<file path="src/rtl/dsp_envelope_pkg.sv">
`default_nettype none
// ============================================================================
// Module      : dsp_envelope_pkg
// Description : Shared types, constants and helper functions for the per-voice
//               ADSR/GAIN envelope generator.
// Revision    : 1.0 - initial release
// ============================================================================
package dsp_envelope_pkg;

    typedef enum logic [1:0] {
        ST_ATTACK  = 2'd0,
        ST_DECAY   = 2'd1,
        ST_SUSTAIN = 2'd2,
        ST_RELEASE = 2'd3
    } env_state_e;

    localparam logic [10:0]        ENV_MAX          = 11'h7FF;
    localparam logic signed [12:0] ENV_MAX_S        = 13'sd2047;
    localparam logic signed [12:0] RELEASE_STEP     = 13'sd8;
    localparam logic signed [12:0] LINEAR_STEP      = 13'sd32;
    localparam logic signed [12:0] ATTACK_FAST_STEP = 13'sd1024;
    localparam logic signed [12:0] BENT_SLOW_STEP   = 13'sd8;
    localparam logic [10:0]        BENT_KNEE        = 11'h600;

    // Ticks between envelope steps for each 5-bit rate; 0 means "never".
    function automatic logic [11:0] rate_period(input logic [4:0] rate);
        logic [11:0] p;
        case (rate)
            5'd1:    p = 12'd2048;
            5'd2:    p = 12'd1536;
            5'd3:    p = 12'd1280;
            5'd4:    p = 12'd1024;
            5'd5:    p = 12'd768;
            5'd6:    p = 12'd640;
            5'd7:    p = 12'd512;
            5'd8:    p = 12'd384;
            5'd9:    p = 12'd320;
            5'd10:   p = 12'd256;
            5'd11:   p = 12'd192;
            5'd12:   p = 12'd160;
            5'd13:   p = 12'd128;
            5'd14:   p = 12'd96;
            5'd15:   p = 12'd80;
            5'd16:   p = 12'd64;
            5'd17:   p = 12'd48;
            5'd18:   p = 12'd40;
            5'd19:   p = 12'd32;
            5'd20:   p = 12'd24;
            5'd21:   p = 12'd20;
            5'd22:   p = 12'd16;
            5'd23:   p = 12'd12;
            5'd24:   p = 12'd10;
            5'd25:   p = 12'd8;
            5'd26:   p = 12'd6;
            5'd27:   p = 12'd5;
            5'd28:   p = 12'd4;
            5'd29:   p = 12'd3;
            5'd30:   p = 12'd2;
            5'd31:   p = 12'd1;
            default: p = 12'd0;
        endcase
        return p;
    endfunction

    // Saturate a signed intermediate into the 0..0x7FF envelope range.
    function automatic logic [10:0] env_clamp(input logic signed [12:0] v);
        logic [10:0] r;
        if (v < 13'sd0)
            r = 11'd0;
        else if (v > ENV_MAX_S)
            r = ENV_MAX;
        else
            r = v[10:0];
        return r;
    endfunction

    // Exponential decay amount: ((env-1)>>8)+1, forced to 0 at env=0.
    function automatic logic signed [12:0] exp_decrement(input logic [10:0] env);
        logic signed [12:0] r;
        if (env == 11'd0)
            r = 13'sd0;
        else
            r = $signed((({2'b00, env} - 13'd1) >> 8) + 13'd1);
        return r;
    endfunction

endpackage
`default_nettype wire

</file>
<file path="src/rtl/dsp_envelope_rate_counter.sv">
`default_nettype none
// ============================================================================
// Module      : dsp_envelope_rate_counter
// Description : 11-bit tick down-counter producing an envelope step pulse
//               at the period selected by a 5-bit rate code.
// Revision    : 1.0 - initial release
// ============================================================================
module dsp_envelope_rate_counter
    import dsp_envelope_pkg::*;
(
    input  logic       clock,
    input  logic       reset,
    input  logic       tick,
    input  logic [4:0] rate,
    input  logic       restart,
    output logic       step
);

    logic [10:0] cnt_q;
    logic [10:0] cnt_d;

    // Next count and step: step fires when a tick finds the counter at zero;
    // rate 0 freezes the counter and never steps.
    always_comb begin
        cnt_d = cnt_q;
        step  = 1'b0;
        if (tick) begin
            if (restart) begin
                cnt_d = 11'd0;
            end else if (rate != 5'd0) begin
                if (cnt_q == 11'd0) begin
                    step  = 1'b1;
                    cnt_d = 11'(rate_period(rate) - 12'd1);
                end else begin
                    cnt_d = cnt_q - 11'd1;
                end
            end
        end
    end

    // Counter register.
    always_ff @(posedge clock or negedge reset) begin
        if (!reset)
            cnt_q <= 11'd0;
        else
            cnt_q <= cnt_d;
    end

endmodule
`default_nettype wire

</file>
<file path="src/rtl/dsp_envelope.sv">
`default_nettype none
// ============================================================================
// Module      : dsp_envelope
// Description : Per-voice ADSR/GAIN envelope generator. Advances an 11-bit
//               envelope once per sample tick and scales the voice sample.
// Revision    : 1.0 - initial release
// ============================================================================
module dsp_envelope
    import dsp_envelope_pkg::*;
#(
    parameter int ENV_BITS    = 11,
    parameter int SAMPLE_BITS = 16
) (
    input  logic                   clock,
    input  logic                   reset,
    input  logic                   sample_tick,
    input  logic                   key_on,
    input  logic                   key_off,
    input  logic [7:0]             adsr1,
    input  logic [7:0]             adsr2,
    input  logic [7:0]             gain,
    input  logic [SAMPLE_BITS-1:0] sample_in,
    output logic [SAMPLE_BITS-1:0] sample_out,
    output logic                   out_valid,
    output logic [ENV_BITS-1:0]    envelope,
    output logic [6:0]             envx,
    output logic [7:0]             outx,
    output logic [1:0]             state
);

    env_state_e                   state_q, state_d;
    logic [ENV_BITS-1:0]          env_q, env_d;
    logic                         pend_on_q, pend_on_d;
    logic                         pend_off_q, pend_off_d;
    logic [SAMPLE_BITS-1:0]       sample_out_q, sample_out_d;
    logic                         out_valid_q, out_valid_d;

    logic                         kon_eff;
    logic                         koff_eff;
    logic                         adsr_mode;
    logic [4:0]                   rate;
    logic                         restart;
    logic                         step;

    assign kon_eff   = pend_on_q  | key_on;
    assign koff_eff  = pend_off_q | key_off;
    assign adsr_mode = adsr1[7];
    assign restart   = sample_tick & kon_eff & ~koff_eff;

    // Rate selection for the current state/mode; RELEASE and direct GAIN
    // do not use the counter, so they select rate 0 and freeze it.
    always_comb begin
        rate = 5'd0;
        if (state_q != ST_RELEASE) begin
            if (adsr_mode) begin
                case (state_q)
                    ST_ATTACK:  rate = {adsr1[3:0], 1'b1};
                    ST_DECAY:   rate = {1'b1, adsr1[6:4], 1'b0};
                    ST_SUSTAIN: rate = adsr2[4:0];
                    default:    rate = 5'd0;
                endcase
            end else if (gain[7]) begin
                rate = gain[4:0];
            end
        end
    end

    dsp_envelope_rate_counter u_rate_counter (
        .clock   (clock),
        .reset   (reset),
        .tick    (sample_tick),
        .rate    (rate),
        .restart (restart),
        .step    (step)
    );

    // Envelope/state update, key flag bookkeeping and output scaling.
    // A key event consumes its tick: no envelope step happens on that tick.
    always_comb begin
        logic signed [12:0]                   env_s;
        logic signed [12:0]                   sum;
        logic [10:0]                          env_next;
        logic signed [SAMPLE_BITS+ENV_BITS:0] product;

        state_d      = state_q;
        env_d        = env_q;
        pend_on_d    = kon_eff;
        pend_off_d   = koff_eff;
        sample_out_d = sample_out_q;
        out_valid_d  = sample_tick;
        env_s        = $signed({2'b00, env_q});
        sum          = env_s;
        env_next     = env_q;
        product      = '0;

        if (sample_tick) begin
            pend_on_d  = 1'b0;
            pend_off_d = 1'b0;
            if (koff_eff) begin
                state_d = ST_RELEASE;
            end else if (kon_eff) begin
                env_d   = '0;
                state_d = ST_ATTACK;
            end else if (state_q == ST_RELEASE) begin
                env_d = env_clamp(env_s - RELEASE_STEP);
            end else if (adsr_mode) begin
                if (step) begin
                    case (state_q)
                        ST_ATTACK: begin
                            sum   = env_s + ((rate == 5'd31) ? ATTACK_FAST_STEP : LINEAR_STEP);
                            env_d = env_clamp(sum);
                            if (sum > ENV_MAX_S)
                                state_d = ST_DECAY;
                        end
                        ST_DECAY: begin
                            env_next = env_clamp(env_s - exp_decrement(env_q));
                            env_d    = env_next;
                            if (env_next[10:8] == adsr2[7:5])
                                state_d = ST_SUSTAIN;
                        end
                        default: begin
                            env_d = env_clamp(env_s - exp_decrement(env_q));
                        end
                    endcase
                end
            end else if (!gain[7]) begin
                env_d = {gain[6:0], 4'b0000};
            end else if (step) begin
                case (gain[6:5])
                    2'd0:    sum = env_s - LINEAR_STEP;
                    2'd1:    sum = env_s - exp_decrement(env_q);
                    2'd2:    sum = env_s + LINEAR_STEP;
                    default: sum = env_s + ((env_q < BENT_KNEE) ? LINEAR_STEP : BENT_SLOW_STEP);
                endcase
                env_d = env_clamp(sum);
            end

            product      = $signed(sample_in) * $signed({1'b0, env_d});
            sample_out_d = SAMPLE_BITS'(product >>> ENV_BITS);
        end
    end

    // State, envelope, key flag and output registers.
    always_ff @(posedge clock or negedge reset) begin
        if (!reset) begin
            state_q      <= ST_RELEASE;
            env_q        <= '0;
            pend_on_q    <= 1'b0;
            pend_off_q   <= 1'b0;
            sample_out_q <= '0;
            out_valid_q  <= 1'b0;
        end else begin
            state_q      <= state_d;
            env_q        <= env_d;
            pend_on_q    <= pend_on_d;
            pend_off_q   <= pend_off_d;
            sample_out_q <= sample_out_d;
            out_valid_q  <= out_valid_d;
        end
    end

    assign sample_out = sample_out_q;
    assign out_valid  = out_valid_q;
    assign envelope   = env_q;
    assign envx       = env_q[ENV_BITS-1 -: 7];
    assign outx       = sample_out_q[SAMPLE_BITS-1 -: 8];
    assign state      = state_q;

endmodule
`default_nettype wire

</file>
<file path="config.mk">
export PLATFORM = sky130hd
export DESIGN_NAME = dsp_envelope
export DESIGN_NICKNAME = d
export VERILOG_FILES = /design/src/rtl/dsp_envelope_pkg.sv /design/src/rtl/dsp_envelope_rate_counter.sv /design/src/rtl/dsp_envelope.sv
export SDC_FILE = /design/constraint.sdc
export NUM_CORES = 1
export LEC_CHECK = 0
export CAP_MARGIN = 0
export CORE_MARGIN = 5
export CORE_UTILIZATION = 35
export DETAILED_ROUTE_END_ITERATION = 8
export GPL_ROUTABILITY_DRIVEN = 0
export PLACE_DENSITY = 0.53
export SLEW_MARGIN = 20
export SYNTH_ARGS = -nofsm -noshare
export SYNTH_HDL_FRONTEND = slang
export SYNTH_HIERARCHICAL = 1
export SYNTH_SLANG_ARGS = --single-unit
</file>
<file path="constraint.sdc">
create_clock -name clock -period 12.8 [get_ports clock]
set_input_delay 1.92 -clock clock [delete_from_list [all_inputs] [get_ports clock]]
set_output_delay 1.92 -clock clock [all_outputs]
set_load 0.03 [all_outputs]
</file>
Yosys cells after proc, flatten, opt, wreduce, memory -nomap -nowiden
Memory sizes are Yosys's and may differ from the RTL's.
Index checks and enable logic that the tools add are counted.
Operators by class
  multiplexer cells: 84
  bitwise gates (word level): 5
  equality and inequality tests: 11
  reduce and logical (&&, ||, !) cells: 12
  magnitude comparators: 11
  $add $sub $neg: 12
  multiply operators: 1
Operators by type and width (count)
  13-bit two-way mux: 29
  11-bit two-way mux: 33
  13-bit by 12-bit > comparator with 1-bit output (second input constant): 3
  13-bit by 1-bit less-than comparator with 1-bit output (second input constant): 3
  13-bit one-hot mux with 3 select lines: 1
  12-bit by 13-bit subtractor with 13-bit output: 3
  16-bit by 12-bit multiplier with 27-bit output: 1
  12-bit by 1-bit less-than comparator with 1-bit output (second input constant): 2
  11-bit zero test: 2
  11-bit one-hot mux with 2 select lines: 1
  11-bit by 1-bit subtractor with 11-bit output (second input constant): 2
  5-bit two-way mux: 3
  5-bit one-hot mux with 3 select lines: 1
  2-bit two-way mux: 7
  11-bit by 11-bit adder with 12-bit output: 1
  11-bit by 6-bit adder with 12-bit output: 1
  11-bit by 6-bit adder with 12-bit output (second input constant): 1
  12-bit by 11-bit > comparator with 1-bit output (second input constant): 1
  12-bit > comparator (second input constant): 1
  6-bit two-way mux: 2
  11-bit by 1-bit subtractor with 12-bit output (second input constant): 1
  11-bit by 4-bit subtractor with 12-bit output (second input constant): 1
  11-bit by 6-bit subtractor with 12-bit output (second input constant): 1
  11-bit less-than comparator (second input constant): 1
  21 further kinds: 34
Storage, ports and cells
  memory bits (read-only): 384
  memories kept: 1
  register bits: 43
  logic and storage cells: 144
Memory list
  (no name shown): words 32, width 12, read ports 1, clocked after memory_dff 0, write ports 0, line dsp_envelope_pkg.sv:28  | case (rate)

Longest topological paths before layout
  depth in word-level cells: 35
  gate-level depth with buffers: 42

By module
Netlist, hierarchy kept.
By module, submodules not included
  dsp_envelope: seq. area each 803.3 µm², area an instance 9984.6 µm², instances 1, cells each 1219
  dsp_envelope_rate_counter: seq. area each 275.3 µm², area an instance 1224.9 µm², instances 1, cells each 143

Least setup slack after synthesis
OpenSTA, ideal clock, no wires.
  kind: input -> register
  from: in adsr1[7]
  to: reg sample_out_q[14], in the netlist sample_out[14]
  setup slack: 2453 ps
  required time: 12658 ps
  library setup time: 142 ps
  data arrival time: 10205 ps
  cell stages on the path: 37
  cell sequence: clkbuf_1 inv_1 buf_2 nor2_1 a31oi_1 a21oi_1 inv_1 ha_1 nand3b_1 nand3b_1 nor2_1 clkbuf_1 clkbuf_1 o22ai_1 o21ai_0 nand2_1 o21ai_0 a22o_1 clkbuf_1 nand2_1 fa_1 inv_1 fa_1 fa_1 fa_1 inv_1 fa_1 inv_1 ha_1 a21o_1 o21bai_1 a21o_1 nand3_1 nand2_1 or3_1 o2111ai_1 o221ai_1
On the way
  elaborated cells on any way between the ends: 23
RTL lines
  start, declared: line dsp_envelope.sv:19  | input logic [7:0] adsr1,
  5-bit two-way mux *: line dsp_envelope.sv:55  | if (adsr_mode) begin
  5-bit two-way mux *: line dsp_envelope.sv:54  | if (state_q != ST_RELEASE) begin
  via rate[0]: line dsp_envelope.sv:41  | logic [4:0] rate;
  5-bit nonzero test *: line dsp_envelope_rate_counter.sv:30  | end else if (rate != 5'd0) begin
  1-bit two-way mux *: line dsp_envelope_rate_counter.sv:30
  1-bit two-way mux *: line dsp_envelope_rate_counter.sv:28  | if (restart) begin
  1-bit two-way mux *: line dsp_envelope_rate_counter.sv:27  | if (tick) begin
  via step: line dsp_envelope.sv:43  | logic step;
  11-bit two-way mux: line dsp_envelope.sv:128  | end else if (step) begin
  11-bit two-way mux: line dsp_envelope.sv:126  | end else if (!gain[7]) begin
  11-bit two-way mux *: line dsp_envelope.sv:106  | end else if (adsr_mode) begin
  11-bit two-way mux *: line dsp_envelope.sv:104  | end else if (state_q == ST_RELEASE) begin
  11-bit two-way mux *: line dsp_envelope.sv:101  | end else if (kon_eff) begin
  11-bit two-way mux *: line dsp_envelope.sv:99  | if (koff_eff) begin
  11-bit two-way mux *: line dsp_envelope.sv:96  | if (sample_tick) begin
  16-bit by 12-bit multiplier with 27-bit output *: line dsp_envelope.sv:138  | product = $signed(sample_in) * $signed({1'b0, env_d});
  end signal, assigned: line dsp_envelope.sv:157  | sample_out_q <= sample_out_d;
  end, declared: line dsp_envelope.sv:35  | logic [SAMPLE_BITS-1:0] sample_out_q, sample_out_d;
Mark *: on every way through the listed nets, which the timed path passes. The rest lies on a longest branch. The select of a mux whose other input is x is not followed.
A chain may end at the register's enable or synchronous reset.

Final worst setup path
Ends and elaborated chain as after synthesis.

==> impl_metrics.tcl <==
set metrics [dict create \
    outcome "complete, no violations" \
    grt_pass1_vias 10200 \
    hpwl_mm 27.2 \
    ff2ff_path_depth 35 \
    critPathSlowestCell "clkdlybuf4s50_1" \
    ys_seq_area_frac 0.0962 \
    fp.coreArea_mm2 0.0316 \
    holdWs_ps 502 \
    grt_busiest_layer "met2" \
    period_minus_slack_ps 12040 \
    arrival_ps 12200 \
    met2_usage 0.320 \
    synth_nets 1646 \
    slew_violations 0 \
    insertion_delay_ps 300 \
    total_power_mw 2.34 \
    die_h_um 189 \
    use_met1 0.289 \
    met3_usage 0.0306 \
    initial_core_util 0.355 \
    regArea_mm2 0.00108 \
    cp.required_ps 12960 \
    gr-total-overflow 0 \
    syn_inst 1362 \
    power_density_mw_per_mm2 187 \
    synth_top_area_share 0.282 \
    crit_type "in -> reg" \
    io_pins 90 \
    cts.path.max_buffers 2 \
    synth_edf_count 0 \
    drc_errors 0 \
    slew_headroom 0.351 \
    max_stage_delay_ps 1000 \
    clock_skew_ps 6.68 \
    wl_per_cell_um 19.5 \
    max_cap_viol_count 0 \
    via_per_inst 5.49 \
    path_clk_slew_ps 70 \
    yosys_most_used_dff "dfrtp_1" \
    cp-end-kind "register" \
    htree_levels 2 \
    fmax_ghz 0.0831 \
    startpoint "adsr1[7]" \
    start_kind "input port" \
    rrSetupSlack_ps 2160 \
    fillCellCount 3226 \
    fin_nets 1680 \
    synth_area_mm2 0.0112 \
    post_cts_buffers 0 \
    worst_pin_slew_ps 964 \
    drt_iter0_markers 787 \
    syn_avg_cell_area_um2 8.23 \
    num_rows 65 \
    fin_tns_setup_ps 0 \
    drive_above_1_share 0.0523 \
    cts.sinks 43 \
    cts_buffers 5 \
    cts_resized 0 \
    grt_util_all_layers 0.199 \
    ys_ff_latch 43 \
    leakage_nw 5.75 \
    drt_first_pass_iters 5 \
    stdcell_area_mm2 0.0125 \
    synth_cell_type_count 95 \
    cts_root_buf "clkbuf_16" \
    diodes 0 \
    ant_nets 0 \
    antenna_found_initial 0 \
    cts_hold_buf 0 \
    synthTopCellsByArea "fa_1, dfrtp_1, ha_1, inv_1, nand2_1" \
    rsz0062_at_grt "false" \
    critPathMaxFanout 25 \
    async_reset_ff_frac 1.00 \
    vias 9872 \
    fin_ws_ps 761 \
    finalSetupViolCount 0 \
    dp_worst_setup_slack_ps 583 \
    vdd_ir_drop_max_uv 96.6 \
    numPortBuffers 89 \
    multiInputGateArea_mm2 0.00891 \
    yosys-top-cells-count "inv_1, nand2_1, fa_1, ha_1, nor2_1" \
    die_x_um 189 \
    grt_pass1_wl_mm 57.4 \
    timing_hold_violations_final 0 \
    endpoint "sample_out[14]$_DFFE_PN0P_" \
    synthToLayoutAreaGrowth_pct 11.7 \
    fin_crit_sh 0.941 \
    ys_warn_count 6 \
    fp.dieArea_mm2 0.0357 \
    cts_tree "done" \
    grt_max_degree 44 \
    synth_most_common_cell "inv_1" \
    r2r_end "sample_out[14]$_DFFE_PN0P_" \
    r2r-start "envelope[4]$_DFFE_PN0P_" \
    drt-total-wl_mm 35.1 \
    synth_top_area_cell "fa_1" \
    dpl_cell_area_mm2 0.0123 \
    hold_path_class "reg -> reg" \
]
==> power by group <==
part	internal, mW	switching [mW]
Sequential	0.183	0.0660
Clock	0.112	0.0669
Combinational	0.743	1.17
==> flip-flops by register name, summed over array words and instances (netlist names) <==
signal / cells
u_rate_counter/cnt_q: 11
envelope: 11
out_valid: 1
sample_out: 16
state: 2
pend_off_q: 1
pend_on_q: 1
==> cells by family after synthesis <==
kind of cell               count (synthesis)  share of synthesized area
xor gates and xnor gates                  28                     0.0219
adders and majority gates                240                      0.373
buffers and inverters                    298                      0.109
DFF                                       43                     0.0962
other                                      1                   0.000335
muxes                                     14                     0.0135
and+or+nand+nor                          450                      0.201
AOI/OAI and AO/OA                        288                      0.185
==> per-layer routing <==
metal	vias to the layer above	wire length (µm)
met5	-	0
met4	0	557
met3	43	2310
met2	359	16100
met1	4870	16100
li1	4600	-
==> cell type report <==
| cell class | count | area share |
|---|---|---|
| multi-input cells | 1021 | 0.712 |
| flip-flops and latches | 43 | 0.0862 |
| repair buffers | 106 | 0.0806 |
| inverters | 219 | 0.0657 |
| well taps | 402 | 0.0402 |
| clock buffers | 5 | 0.0100 |
| clock inverters | 3 | 0.00540 |
==> critical path: cells and delay by family <==
kind                       cells  cell delay [ps]
and+or+nand+nor               10             2400
buffers and inverters          8             2110
AOI/OAI and AO/OA              9             2500
adders and majority gates      7             3240
==> stage by stage <==
step | cells | utilization
finish | 1799 | 0.397
global route | 1799 | 0.397
CTS | 1799 | 0.397
detailed placement | 1791 | 0.391
global placement | 1791 | 0.391
floorplan | 1362 | -
==> layout by cell type (no fill, tap or decap), types with 6 or more instances in the layout <==
master,count
a211oi_1,11
a21o_1,17
a21oi_1,51
a221o_1,6
a221oi_1,6
a22o_1,9
a31oi_1,15
a32oi_1,6
and2_1,54
buf_4,17
clkdlybuf4s50_1,87
dfrtp_1,41
fa_1,158
ha_1,81
inv_1,216
mux2_2,9
nand2_1,192
nand2b_1,12
nand3_1,18
nand3b_1,6
nor2_1,59
nor2b_1,23
nor3_1,28
nor4_1,8
o211ai_1,14
o21a_1,10
o21ai_0,56
o221ai_1,6
o31ai_1,9
or2_2,6
or3_1,9
xnor2_1,20
xor2_1,8
==> worst min path at each step <==
stage / start / endpoint / slack, ps / cells after the start
finish: sample_out[7]$_DFFE_PN0P_ / sample_out[7]$_DFFE_PN0P_ / 500 / 2
global route: sample_out[7]$_DFFE_PN0P_ / sample_out[7]$_DFFE_PN0P_ / 530 / 2
CTS: sample_out[7]$_DFFE_PN0P_ / sample_out[7]$_DFFE_PN0P_ / 500 / 2
detailed placement: sample_out[7]$_DFFE_PN0P_ / sample_out[7]$_DFFE_PN0P_ / 470 / 2
global placement: sample_out[7]$_DFFE_PN0P_ / sample_out[7]$_DFFE_PN0P_ / 480 / 2
floorplan: u_rate_counter/cnt_q[1]$_DFFE_PN0P_ / u_rate_counter/cnt_q[1]$_DFFE_PN0P_ / 490 / 2
Note: power is estimated with default switching activity, not from simulation.
